`config.mk`:
```
export PLATFORM = sky130hd
export DESIGN_NAME = rf_2p_arb_flat
export DESIGN_NICKNAME = d
export VERILOG_FILES = /design/src/rtl/rf_2p_arb_if.sv /design/src/rtl/rf_2p_arb.sv /design/src/flat_wrapper.sv
export SDC_FILE = /design/constraint.sdc
export NUM_CORES = 1
export LEC_CHECK = 0
export ABC_AREA = 1
export BUFFER_PORTS_ARGS = -buffer_cell sky130_fd_sc_hd__buf_2
export CORE_AREA = 2 2 81 83
export DETAILED_ROUTE_END_ITERATION = 8
export DIE_AREA = 0 0 83 85
export PLACE_DENSITY_LB_ADDON = 0.05
export SLEW_MARGIN = 10
export SYNTH_ARGS = -nofsm -noshare
export SYNTH_HDL_FRONTEND = slang
export SYNTH_SLANG_ARGS = --single-unit
```
`constraint.sdc`:
```
create_clock -name i_clk -period 4.59 [get_ports i_clk]
set_clock_uncertainty 0.15 [all_clocks]
set_input_delay 0.2295 -clock i_clk [delete_from_list [all_inputs] [get_ports i_clk]]
set_output_delay 0.2295 -clock i_clk [all_outputs]
set_load 0.01 [all_outputs]
```
`src/rtl/rf_2p_arb_if.sv`:
```
// rf_2p_arb_if: requester-side and RF-side signal bundle for rf_2p_arb.
//   Requesters: i_rreq/i_raddr (read), i_wreq/i_waddr/i_wdata (write),
//               o_rgnt/o_wgnt (combinational grants), o_rvalid/o_rid/o_rdata (response).
//   RF macro:   o_rf_read/o_rf_raddr, o_rf_write/o_rf_waddr/o_rf_wdata, i_rf_rdata.
//   slave  = arbiter side, master = client/RF side.
interface rf_2p_arb_if #(
  parameter int NREQ = 4,
  parameter int AWD  = 6,
  parameter int DWD  = 16,
  parameter int IDWD = 2
);
  logic [NREQ-1:0]           i_rreq;
  logic [NREQ-1:0][AWD-1:0]  i_raddr;
  logic [NREQ-1:0]           o_rgnt;
  logic [NREQ-1:0]           i_wreq;
  logic [NREQ-1:0][AWD-1:0]  i_waddr;
  logic [NREQ-1:0][DWD-1:0]  i_wdata;
  logic [NREQ-1:0]           o_wgnt;
  logic                      o_rf_read;
  logic [AWD-1:0]            o_rf_raddr;
  logic                      o_rf_write;
  logic [AWD-1:0]            o_rf_waddr;
  logic [DWD-1:0]            o_rf_wdata;
  logic [DWD-1:0]            i_rf_rdata;
  logic                      o_rvalid;
  logic [IDWD-1:0]           o_rid;
  logic [DWD-1:0]            o_rdata;

  modport slave (
    input  i_rreq, i_raddr, i_wreq, i_waddr, i_wdata, i_rf_rdata,
    output o_rgnt, o_wgnt, o_rf_read, o_rf_raddr, o_rf_write, o_rf_waddr,
           o_rf_wdata, o_rvalid, o_rid, o_rdata
  );
  modport master (
    output i_rreq, i_raddr, i_wreq, i_waddr, i_wdata, i_rf_rdata,
    input  o_rgnt, o_wgnt, o_rf_read, o_rf_raddr, o_rf_write, o_rf_waddr,
           o_rf_wdata, o_rvalid, o_rid, o_rdata
  );
endinterface

```
`src/rtl/rf_2p_arb.sv`:
```
// rf_2p_arb: shares a 1R/1W register file (1-cycle registered read) among
// NREQ requesters. Independent round-robin arbiters on the read and write
// ports; a same-address read/write pair defers the read, at most COLLMAX
// times in a row, after which the read wins and the write waits.
//   i_clk  : clock, rising edge
//   i_rst  : asynchronous active-low reset
//   bus    : rf_2p_arb_if.slave (requests, grants, RF drive, read response)
module rf_2p_arb #(
  parameter int NREQ    = 4,
  parameter int WORDWD  = 48,
  parameter int DWD     = 16,
  parameter int AWD     = $clog2(WORDWD),
  parameter int IDWD    = $clog2(NREQ),
  parameter int COLLMAX = 3
) (
  input logic        i_clk,
  input logic        i_rst,
  rf_2p_arb_if.slave bus
);
  localparam int CCWD = $clog2(COLLMAX + 1);

  typedef struct packed {
    logic            found;
    logic [IDWD-1:0] idx;
  } pick_t;

  logic [IDWD-1:0] rptr, wptr;
  logic [CCWD-1:0] ccnt;
  pick_t           rp, wp;
  logic            collide, force_rd, rg, wg;

  // First requesting index at or after ptr, wrapping mod NREQ. Scanning from
  // the far end lets the nearest hit overwrite the others.
  function automatic pick_t pick(input logic [NREQ-1:0] req, input logic [IDWD-1:0] ptr);
    pick_t p;
    int    j;
    p = '0;
    for (int i = NREQ - 1; i >= 0; i--) begin
      j = int'(ptr) + i;
      if (j >= NREQ) j = j - NREQ;
      if (req[IDWD'(j)]) begin
        p.found = 1'b1;
        p.idx   = IDWD'(j);
      end
    end
    return p;
  endfunction

  // Explicit wrap keeps pointers < NREQ for non-power-of-2 NREQ.
  function automatic logic [IDWD-1:0] nxt(input logic [IDWD-1:0] idx);
    return (idx == IDWD'(NREQ - 1)) ? '0 : idx + 1'b1;
  endfunction

  always_comb begin
    rp       = pick(bus.i_rreq, rptr);
    wp       = pick(bus.i_wreq, wptr);
    collide  = rp.found && wp.found && (bus.i_raddr[rp.idx] == bus.i_waddr[wp.idx]);
    force_rd = collide && (ccnt == CCWD'(COLLMAX));
    // Grants are held off entirely while reset is asserted.
    rg       = i_rst && rp.found && (!collide || force_rd);
    wg       = i_rst && wp.found && !force_rd;
  end

  assign bus.o_rgnt     = rg ? (NREQ'(1) << rp.idx) : '0;
  assign bus.o_wgnt     = wg ? (NREQ'(1) << wp.idx) : '0;
  assign bus.o_rf_read  = rg;
  assign bus.o_rf_raddr = rg ? bus.i_raddr[rp.idx] : '0;
  assign bus.o_rf_write = wg;
  assign bus.o_rf_waddr = wg ? bus.i_waddr[wp.idx] : '0;
  assign bus.o_rf_wdata = wg ? bus.i_wdata[wp.idx] : '0;
  assign bus.o_rdata    = bus.i_rf_rdata;

  always_ff @(posedge i_clk or negedge i_rst) begin
    if (!i_rst) begin
      rptr         <= '0;
      wptr         <= '0;
      ccnt         <= '0;
      bus.o_rvalid <= 1'b0;
      bus.o_rid    <= '0;
    end else begin
      if (rg) rptr <= nxt(rp.idx);
      if (wg) wptr <= nxt(wp.idx);
      ccnt         <= (collide && !force_rd) ? ccnt + 1'b1 : '0;
      bus.o_rvalid <= rg;
      if (rg) bus.o_rid <= rp.idx;
    end
  end
endmodule

```
`src/flat_wrapper.sv`:
```
// flat-port wrapper written by rule: the top's interface ports become plain ports
module rf_2p_arb_flat 
#(
  parameter int NREQ    = 4,
  parameter int WORDWD  = 48,
  parameter int DWD     = 16,
  parameter int AWD     = $clog2(WORDWD),
  parameter int IDWD    = $clog2(NREQ),
  parameter int COLLMAX = 3
)
  (i_clk, i_rst, bus_i_rreq, bus_i_raddr, bus_i_wreq, bus_i_waddr, bus_i_wdata, bus_i_rf_rdata, bus_o_rgnt, bus_o_wgnt, bus_o_rf_read, bus_o_rf_raddr, bus_o_rf_write, bus_o_rf_waddr, bus_o_rf_wdata, bus_o_rvalid, bus_o_rid, bus_o_rdata);
  rf_2p_arb_if #(.NREQ(NREQ), .AWD(AWD), .DWD(DWD), .IDWD(IDWD)) bus_i ();
  input logic i_clk;
  input logic i_rst;
  input wire logic [$bits(bus_i.i_rreq)-1:0] bus_i_rreq;
  input wire logic [$bits(bus_i.i_raddr)-1:0] bus_i_raddr;
  input wire logic [$bits(bus_i.i_wreq)-1:0] bus_i_wreq;
  input wire logic [$bits(bus_i.i_waddr)-1:0] bus_i_waddr;
  input wire logic [$bits(bus_i.i_wdata)-1:0] bus_i_wdata;
  input wire logic [$bits(bus_i.i_rf_rdata)-1:0] bus_i_rf_rdata;
  output wire logic [$bits(bus_i.o_rgnt)-1:0] bus_o_rgnt;
  output wire logic [$bits(bus_i.o_wgnt)-1:0] bus_o_wgnt;
  output wire logic [$bits(bus_i.o_rf_read)-1:0] bus_o_rf_read;
  output wire logic [$bits(bus_i.o_rf_raddr)-1:0] bus_o_rf_raddr;
  output wire logic [$bits(bus_i.o_rf_write)-1:0] bus_o_rf_write;
  output wire logic [$bits(bus_i.o_rf_waddr)-1:0] bus_o_rf_waddr;
  output wire logic [$bits(bus_i.o_rf_wdata)-1:0] bus_o_rf_wdata;
  output wire logic [$bits(bus_i.o_rvalid)-1:0] bus_o_rvalid;
  output wire logic [$bits(bus_i.o_rid)-1:0] bus_o_rid;
  output wire logic [$bits(bus_i.o_rdata)-1:0] bus_o_rdata;
  assign bus_i.i_rreq = bus_i_rreq;
  assign bus_i.i_raddr = bus_i_raddr;
  assign bus_i.i_wreq = bus_i_wreq;
  assign bus_i.i_waddr = bus_i_waddr;
  assign bus_i.i_wdata = bus_i_wdata;
  assign bus_i.i_rf_rdata = bus_i_rf_rdata;
  assign bus_o_rgnt = bus_i.o_rgnt;
  assign bus_o_wgnt = bus_i.o_wgnt;
  assign bus_o_rf_read = bus_i.o_rf_read;
  assign bus_o_rf_raddr = bus_i.o_rf_raddr;
  assign bus_o_rf_write = bus_i.o_rf_write;
  assign bus_o_rf_waddr = bus_i.o_rf_waddr;
  assign bus_o_rf_wdata = bus_i.o_rf_wdata;
  assign bus_o_rvalid = bus_i.o_rvalid;
  assign bus_o_rid = bus_i.o_rid;
  assign bus_o_rdata = bus_i.o_rdata;
  rf_2p_arb #(.NREQ(NREQ), .WORDWD(WORDWD), .DWD(DWD), .AWD(AWD), .IDWD(IDWD), .COLLMAX(COLLMAX)) u_core (.i_clk(i_clk), .i_rst(i_rst), .bus(bus_i));
endmodule
```
==> metrics.md, run 1 <==
| Metric | Value |
|---|---|
| Status | complete, no violations |
| Top Layer Used | met4 |
| H-tree Lvls | 1 |
| Antenna-violating nets left | 0 |
| CTS max path bufs | 2 |
| Crit Path Class | reg2out |
| Setup tns final | 0 ns |
| Initial Util | 0.4303 |
| Max Freq | 248.4 MHz |
| First-pass GRT wire length | 14350 um |
| DP Cell Count | 717 |
| CP Capture Type | output pin |
| CTS root buffer | clkbuf_8 |
| Core footprint | 6205 um^2 |
| Syn_area_per_cell | 5.155 um^2 |
| Largest net degree at the start of global routing | 52 |
| Die ar. | 7055 um^2 |
| Critical path capture point | bus_o_wgnt[3] |
| Most Frequent Cell on Critical Path | nand2_1 |
| Vias in the first global route | 3158 |
| Crit path largest cell delay | 0.68 ns |
| I/O Buffers | 162 |
| # nets final | 793 |
| Crit path max fanout | 51 |
| Post-synthesis sequential area ratio | 0.08435 |
| Post-CTS setup buffers | 0 |
| Via density | 4.899 |
| Share of layout cells above drive strength 1 | 0.3116 |
| # rows | 29 |
| Hold Path Class | in2async |
| Placer congestion estimate | 0.8595 |
| CTS buffer count | 3 |
| DIE HEIGHT | 85 um |
| GRT overflow | 0 |
| Critical Path Start | u_core.wptr[0]$_DFFE_PN0P_ |
| Detailed-route wire length per cell | 12.13 um |
| Ys Warns | 0 |
| LEAKAGE | 0.002160 uW |
| Tot GR Track Use | 0.2360 |
| CTS tree | built |
| DRC Markers | 0 |
| FF-to-FF End | u_core.wptr[1]$_DFFE_PN0P_ |
| Die width | 83 um |
| Max-slew violation count | 0 |
| Final core utilization | 0.5427 |
| Final wirelength | 8758 um |
| Syn nets | 665 |
| Clock-pin transition on the worst setup and hold timing paths | 0.04 ns |
| Routed met3 length | 488 um |
| DR pass1 iterations | 4 |
| Cells after Synth | 518 |
| Post-route minimum period | 4.026 ns |
| CP arrival | 3.65 ns |
| Period utilization | 0.8771 |
| DR iter-0 viols | 203 |
| Library cells used by synthesis | 26 |
| PwrDens | 955.1 nW/um^2 |
| Fin. Hold Viols | 0 |
| Clock latency on the worst-skew pair | 0.23 ns |
| CP Data Required Time | 4.21 ns |
| Yosys reg bits | 9 |
| CTS Sinks | 9 |
| Slew of the pin with the lowest slew margin | 0.8387 ns |
| Vias | 3537 |
| Initial antenna violation count | 0 |
| Antenna Cells | 0 |
| Critical path startpoint category | flip-flop |
| Setup repair after global routing missed its margin | no |
| Hpwl dp | 7003 um |
| R2R Setup Slk | 1.04 ns |
| Worst r2r path cells | 16 |
| Worst slew margin | 0.4264 |
| Met1 Wirelength | 3646 um |
| Worst vdd ir | 519.1 uV |
| Setup Viol. Count Final | 0 |
| Fin cells | 722 |
| Cell breakdown of the critical path | nand2_1 -> nand3_2 -> nand2_1 -> inv_2 -> nand3_2 -> nand2_2 -> nand2_1 -> o211ai_1 -> nand2_1 -> nand2_1 -> nand3_1 -> nor2_2 -> nand3_2 -> nand2_2 -> nor2_1 -> buf_2 |
| Met2 WL | 4482 um |
| Critical R2R Launch | u_core.wptr[0]$_DFFE_PN0P_ |
| Layout area overhead | 26.10% |
| Top Ports | 195 |
| CP max-delay cell | nand2_2 |
| Mapped Area | 2670 um^2 |
| Total of max-cap violations | 0 |
## state kept, by name, summed over array words and instances, names as in the netlist
name / flops
u_core.bus.o_rid: 2
u_core.bus.o_rvalid: 1
u_core.ccnt: 2
u_core.rptr: 2
u_core.wptr: 2
## routing by layer
layer / vias up / GRT usage
li1: 1855 / -
met1: 1528 / 0.2923
met3: 14 / 0.02529
met4: 0 / 0.04769
met2: 140 / 0.4421
met5: - / 0
## cell usage in the layout (no fill, tap or decap), types with 2 or more instances in the layout
| cell type | netlist | layout |
|---|---|---|
| nor2_2 | 4 | 4 |
| buf_2 | 8 | 162 |
| o21ai_0 | 32 | 32 |
| nand2_1 | 144 | 144 |
| clkbuf_8 | 0 | 3 |
| o21ai_2 | 2 | 2 |
| buf_4 | 22 | 2 |
| nand3_1 | 57 | 57 |
| inv_1 | 74 | 74 |
| nand3b_1 | 14 | 14 |
| nand2_2 | 9 | 9 |
| a21oi_1 | 2 | 2 |
| nor2_1 | 78 | 78 |
| dfrtp_1 | 9 | 9 |
| o22ai_1 | 16 | 16 |
| ha_1 | 9 | 9 |
| inv_2 | 8 | 8 |
| o21ai_1 | 4 | 4 |
| nand3_2 | 8 | 8 |
## report_power, final
part / internal, uW / switching [uW] / leakage, uW
registers: 115 / 50.4 / 0.000113
clock network: 60.2 / 27.9 / 0.0000228
logic: 1000 / 1960 / 0.00202
total: 1180 / 2040 / 0.00216
## final cells by class
| class | count | area, um^2 |
|---|---|---|
| multi-input cells | 384 | 1851 |
| flip-flops and latches | 9 | 225.2 |
| well taps | 77 | 96.34 |
| clock buffers | 4 | 45.04 |
| inverters | 83 | 314.1 |
| repair buffers | 165 | 835.8 |
| fillers | 715 | 2838 |
## metrics by stage
stage          cell area [um^2]  total power, uW  worst slack (ns)  hold slack, ns
2_1_floorplan              2670             2490             1.935         -0.2161
3_3_place_gp               3312             3098            0.8852        -0.05453
3_5_place_dp               3312             3139            0.7947        -0.05824
4_1_cts                    3367             3241            0.5503          0.2385
5_1_grt                    3367             3657           0.09025          0.2840
6_report                   3367             3216            0.5640          0.2639
## cells by family after synthesis
kind of cell / synth area share
AOI/OAI and AO/OA: 0.1256
DFF: 0.08435
buffers and inverters: 0.2226
and+or+nand+nor: 0.5253
adders and majority gates: 0.04218
## how the worst min path moves through the flow
stage,start,endpoint,slack [ns]
finish,i_rst,u_core.rptr[0]$_DFFE_PN0P_,0.26
floorplan,i_rst,u_core.bus.o_rid[0]$_DFFE_PN0P_,-0.22
global placement,i_rst,u_core.rptr[0]$_DFFE_PN0P_,-0.05
global route,i_rst,u_core.bus.o_rid[0]$_DFFE_PN0P_,0.28
CTS,i_rst,u_core.rptr[0]$_DFFE_PN0P_,0.24
detailed placement,i_rst,u_core.rptr[0]$_DFFE_PN0P_,-0.06
## cells in the mapped netlist
library cell    n  area (um^2)
buf_4          22        165.2
o22ai_1        16        100.1
a21boi_2        1        11.26
buf_2           8        40.04
inv_1          74        277.8
buf_6           4        45.04
nand3_1        57        285.3
a2111oi_0       1        8.760
o21ai_0        32        160.2
o21ai_1         4        20.02
o21ai_2         2        17.52
o211ai_1        1        7.510
nor2_1         78        292.8
ha_1            9        112.6
a21oi_1         2        10.01
nor4_1          1        6.260
nor2_2          4        25.02
nand3b_1       14        105.1
dfrtp_1         9        225.2
nand3_2         8        80.08
inv_4           1        6.260
nand2_2         9        56.30
clkbuf_1        8        30.03
inv_2           8        30.03
nand2_1       144        540.5
nand2_4         1        11.26
## timing repair
| action | in CTS | in global routing |
|---|---|---|
| gates resized for setup | 0 | 0 |
| endpoints found under the setup margin | 0 | 0 |
| hold buffers | 1 | 0 |
| endpoints found under the hold margin | 9 | 0 |
## critical path: cells and delay by family, from the launching register on
kind | cells | cell delay (ns)
AND/OR/NAND/NOR | 13 | 2.45
flip-flops | 1 | 0.55
buffers and inverters | 2 | 0.24
AO/OA/AOI/OAI | 1 | 0.14
Power figures use the tool's default switching activity.
==> inputs of run 2 (changes only) <==
Settings changed: CELL_PAD_IN_SITES_DETAIL_PLACEMENT set to 2, CELL_PAD_IN_SITES_GLOBAL_PLACEMENT set to 2, CORE_AREA 2 2 81 83 to 2 2 122 124, DIE_AREA 0 0 83 85 to 0 0 124 126, PLACE_DENSITY set to 0.83, PLACE_DENSITY_LB_ADDON 0.05 to not set, REMOVE_ABC_BUFFERS set to 1.
==> metrics.md, run 2 (same netlist as run 1, synthesis figures left out) <==
| Metric | Value |
|---|---|
| Status | complete, no violations |
| CTS tree | built |
| Vias in the first global route | 4018 (+27%) |
| Die ar. | 15620 um^2 (+120%) |
| FF-to-FF End | u_core.wptr[1]$_DFFE_PN0P_ |
| Initial Util | 0.1865 (-0.2438) |
| LEAKAGE | 0.002188 uW (+1.3%) |
| CP Data Required Time | 4.21 ns (about the same) |
| Vias | 3699 (+4.6%) |
| Layout area overhead | 33.08% |
| H-tree Lvls | 1 (unchanged) |
| R2R Setup Slk | 1.01 ns (-0.03 ns) |
| Hpwl dp | 10790 um (+54%) |
| DR iter-0 viols | 136 (-33%) |
| Post-route minimum period | 4.093 ns (+0.06749 ns) |
| DRC Markers | 0 (unchanged) |
| Setup repair after global routing missed its margin | no |
| FILL cells | 1909 (+170%) |
| Final wirelength | 12710 um (+45%) |
| Critical path startpoint category | flip-flop |
| Slew of the pin with the lowest slew margin | 0.8458 ns (+0.007160 ns) |
| Most frequent cells in the layout | buf_2 (162), nand2_1 (144), nor2_1 (78), inv_1 (74), nand3_1 (57) |
| Via density | 4.446 (-9.2%) |
| Clock-pin transition on the worst setup and hold timing paths | 0.04 ns (about the same) |
| PwrDens | 973.8 nW/um^2 (+2.0%) |
| Initial antenna violation count | 1 (+1) |
| Crit Path Class | reg2out |
| Worst slew margin | 0.4215 (-0.004896) |
| Hold_ws | 0.2474 ns (-0.01659 ns) |
| Largest net degree at the start of global routing | 36 (-31%) |
| DIE HEIGHT | 126 um (+48%) |
| Post-CTS setup buffers | 0 (unchanged) |
| Hold Path Class | in2async |
| I/O Buffers | 162 (unchanged) |
| First-pass GRT wire length | 20380 um (+42%) |
| Power Total | 3460 uW (+7.6%) |
| CP arrival | 3.71 ns (+0.06 ns) |
| Detailed-route wire length per cell | 15.28 um (+26%) |
| Most common cell after layout, fill and taps aside | buf_2 |
| Period utilization | 0.8918 (+0.01470) |
| CTS root buffer | clkbuf_16 |
| Worst r2r path cells | 18 (+2) |
| Core footprint | 14310 um^2 (+130%) |
| Max-slew violation count | 0 (unchanged) |
| # nets final | 795 (+0.25%) |
| CTS Sinks | 9 (unchanged) |
| Setup tns final | 0 ns (unchanged) |
| Tot GR Track Use | 0.1637 (-0.07230) |
| Setup Viol. Count Final | 0 (unchanged) |
| Fin. Hold Viols | 0 (unchanged) |
| Crit path max fanout | 29 (-43%) |
| Max Freq | 244.3 MHz (-1.6%) |
| Total of max-cap violations | 0 (unchanged) |
| Share of layout cells above drive strength 1 | 0.3153 (+0.003673) |
| Post-Place Worst Slack | 0.7153 ns (-0.07941 ns) |
| # rows | 44 (+52%) |
| CTS max path bufs | 2 (unchanged) |
| CTS buffer count | 3 (unchanged) |
| Critical R2R Launch | u_core.wptr[0]$_DFFE_PN0P_ |
| Die width | 124 um (+49%) |
| DR pass1 iterations | 4 (unchanged) |
| GRT overflow | 0 (unchanged) |
| Placer congestion estimate | 0.8052 (-6.3%) |
| Final worst slack | 0.4965 ns (-0.06749 ns) |
| Clock latency on the worst-skew pair | 0.24 ns (about the same) |
| Antenna-violating nets left | 0 (unchanged) |
| Top Ports | 195 (unchanged) |
| CP Capture Type | output pin |
| Worst vdd ir | 229.4 uV (-56%) |
| Final core utilization | 0.2483 (-0.2944) |
==> run 2: cell count changes in the layout (fill, tap and decap cells not counted), sizes merged <==
cell / previous run / this run
clkinv: 0 / 1
buf: 164 / 166
diode: 0 / 1
clkbuf: 4 / 3
==> run 2: power by group <==
part	internal, uW	switching (uW)	total [uW]
clock	115	39.5	154
sequential	115	49.9	165
combinational	1030	2110	3140
total	1260	2200	3460
==> run 2: through the flow <==
| stage | std cells | area [um^2] |
|---|---|---|
| 4_1_cts | 831 | 3551 |
| 6_report | 832 | 3553 |
| 2_1_floorplan | 476 | 2390 |
| 3_5_place_dp | 826 | 3461 |
| 3_3_place_gp | 826 | 3461 |
| 5_1_grt | 832 | 3553 |
==> run 2: cell type report <==
type                    instances  area, um^2  share of cell area
diodes                          1       2.502           0.0007042
clock inverters                 1       5.005            0.001408
inverters                      83       314.1             0.08838
repair buffers                167       850.8              0.2394
multi-input cells             384        1851              0.5208
clock buffers                   3       75.07             0.02113
well taps                     184       230.2             0.06479
flip-flops and latches          9       225.2             0.06338
==> run 2: critical path, stage by stage, from the launching register on <==
cell,delay (ns)
dfrtp_1,0.56
nand2_1,0.19
nand3_1,0.13
nand2_1,0.06
nand3_1,0.10
nand2_1,0.08
nand2_2,0.20
nand2_2,0.36
nand2_1,0.19
o21ai_1,0.08
nand2_1,0.10
nand2_1,0.13
nand2_1,0.08
nand3_1,0.10
nor2_2,0.16
nand3_2,0.11
nand2_2,0.50
nor2_1,0.13
buf_2,0.17
==> run 2: timing repair <==
item                      4_1_cts  5_1_grt
hold buffers                    1        0
hold endpoints to repair        9        0
resized for setup               0        0
==> run 2: worst max path at each step <==
stage | start | end | slack, ns | depth (start not counted)
2_1_floorplan | u_core.wptr[0]$_DFFE_PN0P_ | bus_o_rf_waddr[0] | 1.24 | 19
3_3_place_gp | u_core.rptr[0]$_DFFE_PN0P_ | bus_o_rf_wdata[1] | 0.80 | 18
3_5_place_dp | u_core.rptr[0]$_DFFE_PN0P_ | bus_o_rf_wdata[3] | 0.72 | 21
4_1_cts | u_core.rptr[0]$_DFFE_PN0P_ | bus_o_rf_wdata[3] | 0.45 | 18
5_1_grt | u_core.rptr[0]$_DFFE_PN0P_ | bus_o_wgnt[2] | 0.03 | 21
6_report | u_core.wptr[0]$_DFFE_PN0P_ | bus_o_rf_wdata[3] | 0.50 | 18
==> run 2: per-layer routing <==
| metal | GRT usage | share of wire | routed length (um) |
|---|---|---|---|
| met4 | 0.03106 | 0.019 | 247 |
| met5 | 0 | 0 | 0 |
| met2 | 0.2731 | 0.48 | 6059 |
| met1 | 0.2073 | 0.44 | 5553 |
| met3 | 0.05163 | 0.067 | 852 |
==> inputs of run 3 (changes only) <==
Settings changed: BUFFER_PORTS_ARGS -buffer_cell sky130_fd_sc_hd__buf_2 to -buffer_cell sky130_fd_sc_hd__buf_4.
==> metrics.md, run 3 (same netlist as run 1, synthesis figures left out) <==
| Metric | Value |
|---|---|
| Final core utilization | 0.2765 (+0.02823) |
| CTS root buffer | clkbuf_16 |
| Buf/Inv on CP | 3 (+2) |
| Hpwl dp | 11460 um (+6.2%) |
| Worst vdd ir | 297.6 uV (+30%) |
| CTS max path bufs | 2 (unchanged) |
| FILL cells | 1812 (-5.1%) |
| LEAKAGE | 0.002301 uW (+5.2%) |
| CP max-delay cell | dfrtp_1 |
| Setup repair after global routing missed its margin | no |
| CTS Sinks | 9 (unchanged) |
| Die ar. | 15620 um^2 (unchanged) |
| Max-slew violation count | 0 (unchanged) |
| Delay-heaviest family, CP | simple AND/OR/NAND/NOR gates |
| CP arrival | 3.71 ns (about the same) |
| Seq pwr share | 0.045 (-0.003) |
| DP Cell Count | 825 (-0.12%) |
| Fin cells | 830 (-0.24%) |
| Area of the multi-input gates | 1861 um^2 (+0.54%) |
| Setup Viol. Count Final | 0 (unchanged) |
| CP Data Required Time | 4.21 ns (about the same) |
| Total of max-cap violations | 0 (unchanged) |
| GRT overflow | 0 (unchanged) |
| Switching power of the nets | 2286 uW (+3.8%) |
| Period utilization | 0.8915 (about the same) |
| Fin. Hold Viols | 0 (unchanged) |
| Initial antenna violation count | 0 (-1) |
| Cell breakdown of the critical path | inv_4 -> nand2_1 -> nand2_1 -> nor2_1 -> nor2_1 -> o21ai_1 -> nand2_1 -> nand2_2 -> nand3_1 -> nand2_1 -> inv_2 -> nand2_1 -> nand3_1 -> nor2_2 -> nand3_2 -> nand2_2 -> nor2_1 -> buf_4 |
| Gate power share | 0.913 (+0.005) |
| CP Capture Type | output pin |
| Vias | 3766 (+1.8%) |
| Design Area, Final | 3958 um^2 (+11%) |
| Clock latency on the worst-skew pair | 0.23 ns (about the same) |
| Clock power frac | 0.042 (-0.003) |
| Crit path largest cell delay | 0.55 ns (about the same) |
| Status | complete, no violations |
| Net Sw Frac | 0.6165 (-0.02012) |
| Largest net degree at the start of global routing | 36 (unchanged) |
| Internal power | 1422 uW (+13%) |
| Max Freq | 244.4 MHz (about the same) |
| Clock-pin transition on the worst setup and hold timing paths | 0.04 ns (about the same) |
| Die width | 124 um (unchanged) |
| CTS buffer count | 3 (unchanged) |
| # nets final | 794 (-0.13%) |
| Crit Path Class | reg2out |
| Most Frequent Cell on Critical Path | nand2_1 |
| Final wirelength | 13780 um (+8.4%) |
| I/O Buffers | 162 (unchanged) |
| Setup tns final | 0 ns (unchanged) |
| Reg area | 225.2 um^2 (unchanged) |
| Post-route minimum period | 4.092 ns (-0.001675 ns) |
| Crit path max fanout | 29 (unchanged) |
| Share of layout cells above drive strength 1 | 0.3127 (-0.002608) |
| Via density | 4.537 (+2.1%) |
| Hold Path Class | in2async |
| Tot GR Track Use | 0.1751 (+0.01141) |
| DR iter-0 viols | 82 (-40%) |
| Most frequent cells in the layout | buf_4 (165), nand2_1 (144), nor2_1 (78), inv_1 (74), nand3_1 (57) |
| Initial Util | 0.1865 (unchanged) |
| Worst slew margin | 0.3199 (-0.1016) |
| Detailed-route wire length per cell | 16.60 um (+8.7%) |
| Antenna-violating nets left | 0 (unchanged) |
| Core footprint | 14310 um^2 (unchanged) |
| DRC Markers | 0 (unchanged) |
| Top Ports | 195 (unchanged) |
| Post-CTS setup buffers | 0 (unchanged) |
| H-tree Lvls | 1 (unchanged) |
| Antenna Cells | 0 (-1) |
| Slew of the pin with the lowest slew margin | 0.9945 ns (+0.1486 ns) |
| Placer congestion estimate | 0.8128 (+0.94%) |
| DIE HEIGHT | 126 um (unchanged) |
| DR pass1 iterations | 4 (unchanged) |
| Post-DP Area | 3859 um^2 (+11%) |
| Vias in the first global route | 4156 (+3.4%) |
| PwrDens | 937.1 nW/um^2 (-3.8%) |
| First-pass GRT wire length | 21690 um (+6.4%) |
| Critical path startpoint category | flip-flop |
| Most common cell after layout, fill and taps aside | buf_4 |
| CTS tree | built |
| # rows | 44 (unchanged) |
| Layout area overhead | 48.22% |
[run 3: changes by cell type in the layout (fill, tap and decap cells not counted)]
cell	change
buf_2	-162
buf_4	+161
nand2_2	-2
nand2_4	+2
clkbuf_1	+1
clkinv_2	-1
diode_2	-1
[run 3: path summary, 6_finish.rpt]
path                                                  from                               to  slack, ns  cells after the start
worst min register to register    u_core.ccnt[0]$_DFF_PN0_         u_core.ccnt[0]$_DFF_PN0_       0.29                      1
worst max-delay path            u_core.wptr[0]$_DFFE_PN0P_                bus_o_rf_waddr[4]       0.50                     18
worst min-delay path                                 i_rst  u_core.bus.o_rid[0]$_DFFE_PN0P_       0.22                      2
min in group i_clk                u_core.ccnt[0]$_DFF_PN0_         u_core.ccnt[0]$_DFF_PN0_       0.29                      1
max in group asynchronous                            i_rst       u_core.wptr[0]$_DFFE_PN0P_       3.92                      2
worst max register to register  u_core.wptr[0]$_DFFE_PN0P_       u_core.wptr[1]$_DFFE_PN0P_       1.03                     18
[run 3: power groups by stage]
stage	clock network (uW)	registers, uW	logic (uW)
floorplan	0	162	2120
global placement	0	165	3230
detailed placement	0	168	3410
CTS	158	168	3430
global route	164	176	3840
finish	156	167	3390
[run 3: layer usage]
metal | vias up | global-route usage | part of all wire
li1 | 1857 | - | -
met5 | - | 0.04605 | 0.0067
met3 | 22 | 0.05571 | 0.067
met2 | 99 | 0.3087 | 0.51
met1 | 1786 | 0.2043 | 0.40
met4 | 2 | 0.03173 | 0.019
[run 3: stage by stage]
stage | power [uW] | worst slack (ns) | hold WS (ns)
floorplan | 2283 | 1.245 | -0.2161
global placement | 3393 | 0.7425 | -0.08461
detailed placement | 3576 | 0.5571 | -0.07835
CTS | 3756 | 0.2888 | 0.2276
global route | 4181 | 0.03438 | 0.2333
finish | 3709 | 0.4982 | 0.2211
[run 3: area by class of cell]
class / instances / area share
Tap cell: 184 / 0.05817
Sequential cell: 9 / 0.05691
Inverter: 83 / 0.07935
Multi-Input combinational cell: 384 / 0.4701
Timing Repair Buffer: 166 / 0.3155
Clock buffer: 4 / 0.01992
[run 3: what timing repair did]
action / CTS / global route
gates resized for setup: 0 / 2
hold endpoints to repair: 9 / 0
endpoints found under the setup margin: 0 / 6
hold buffers: 1 / 0
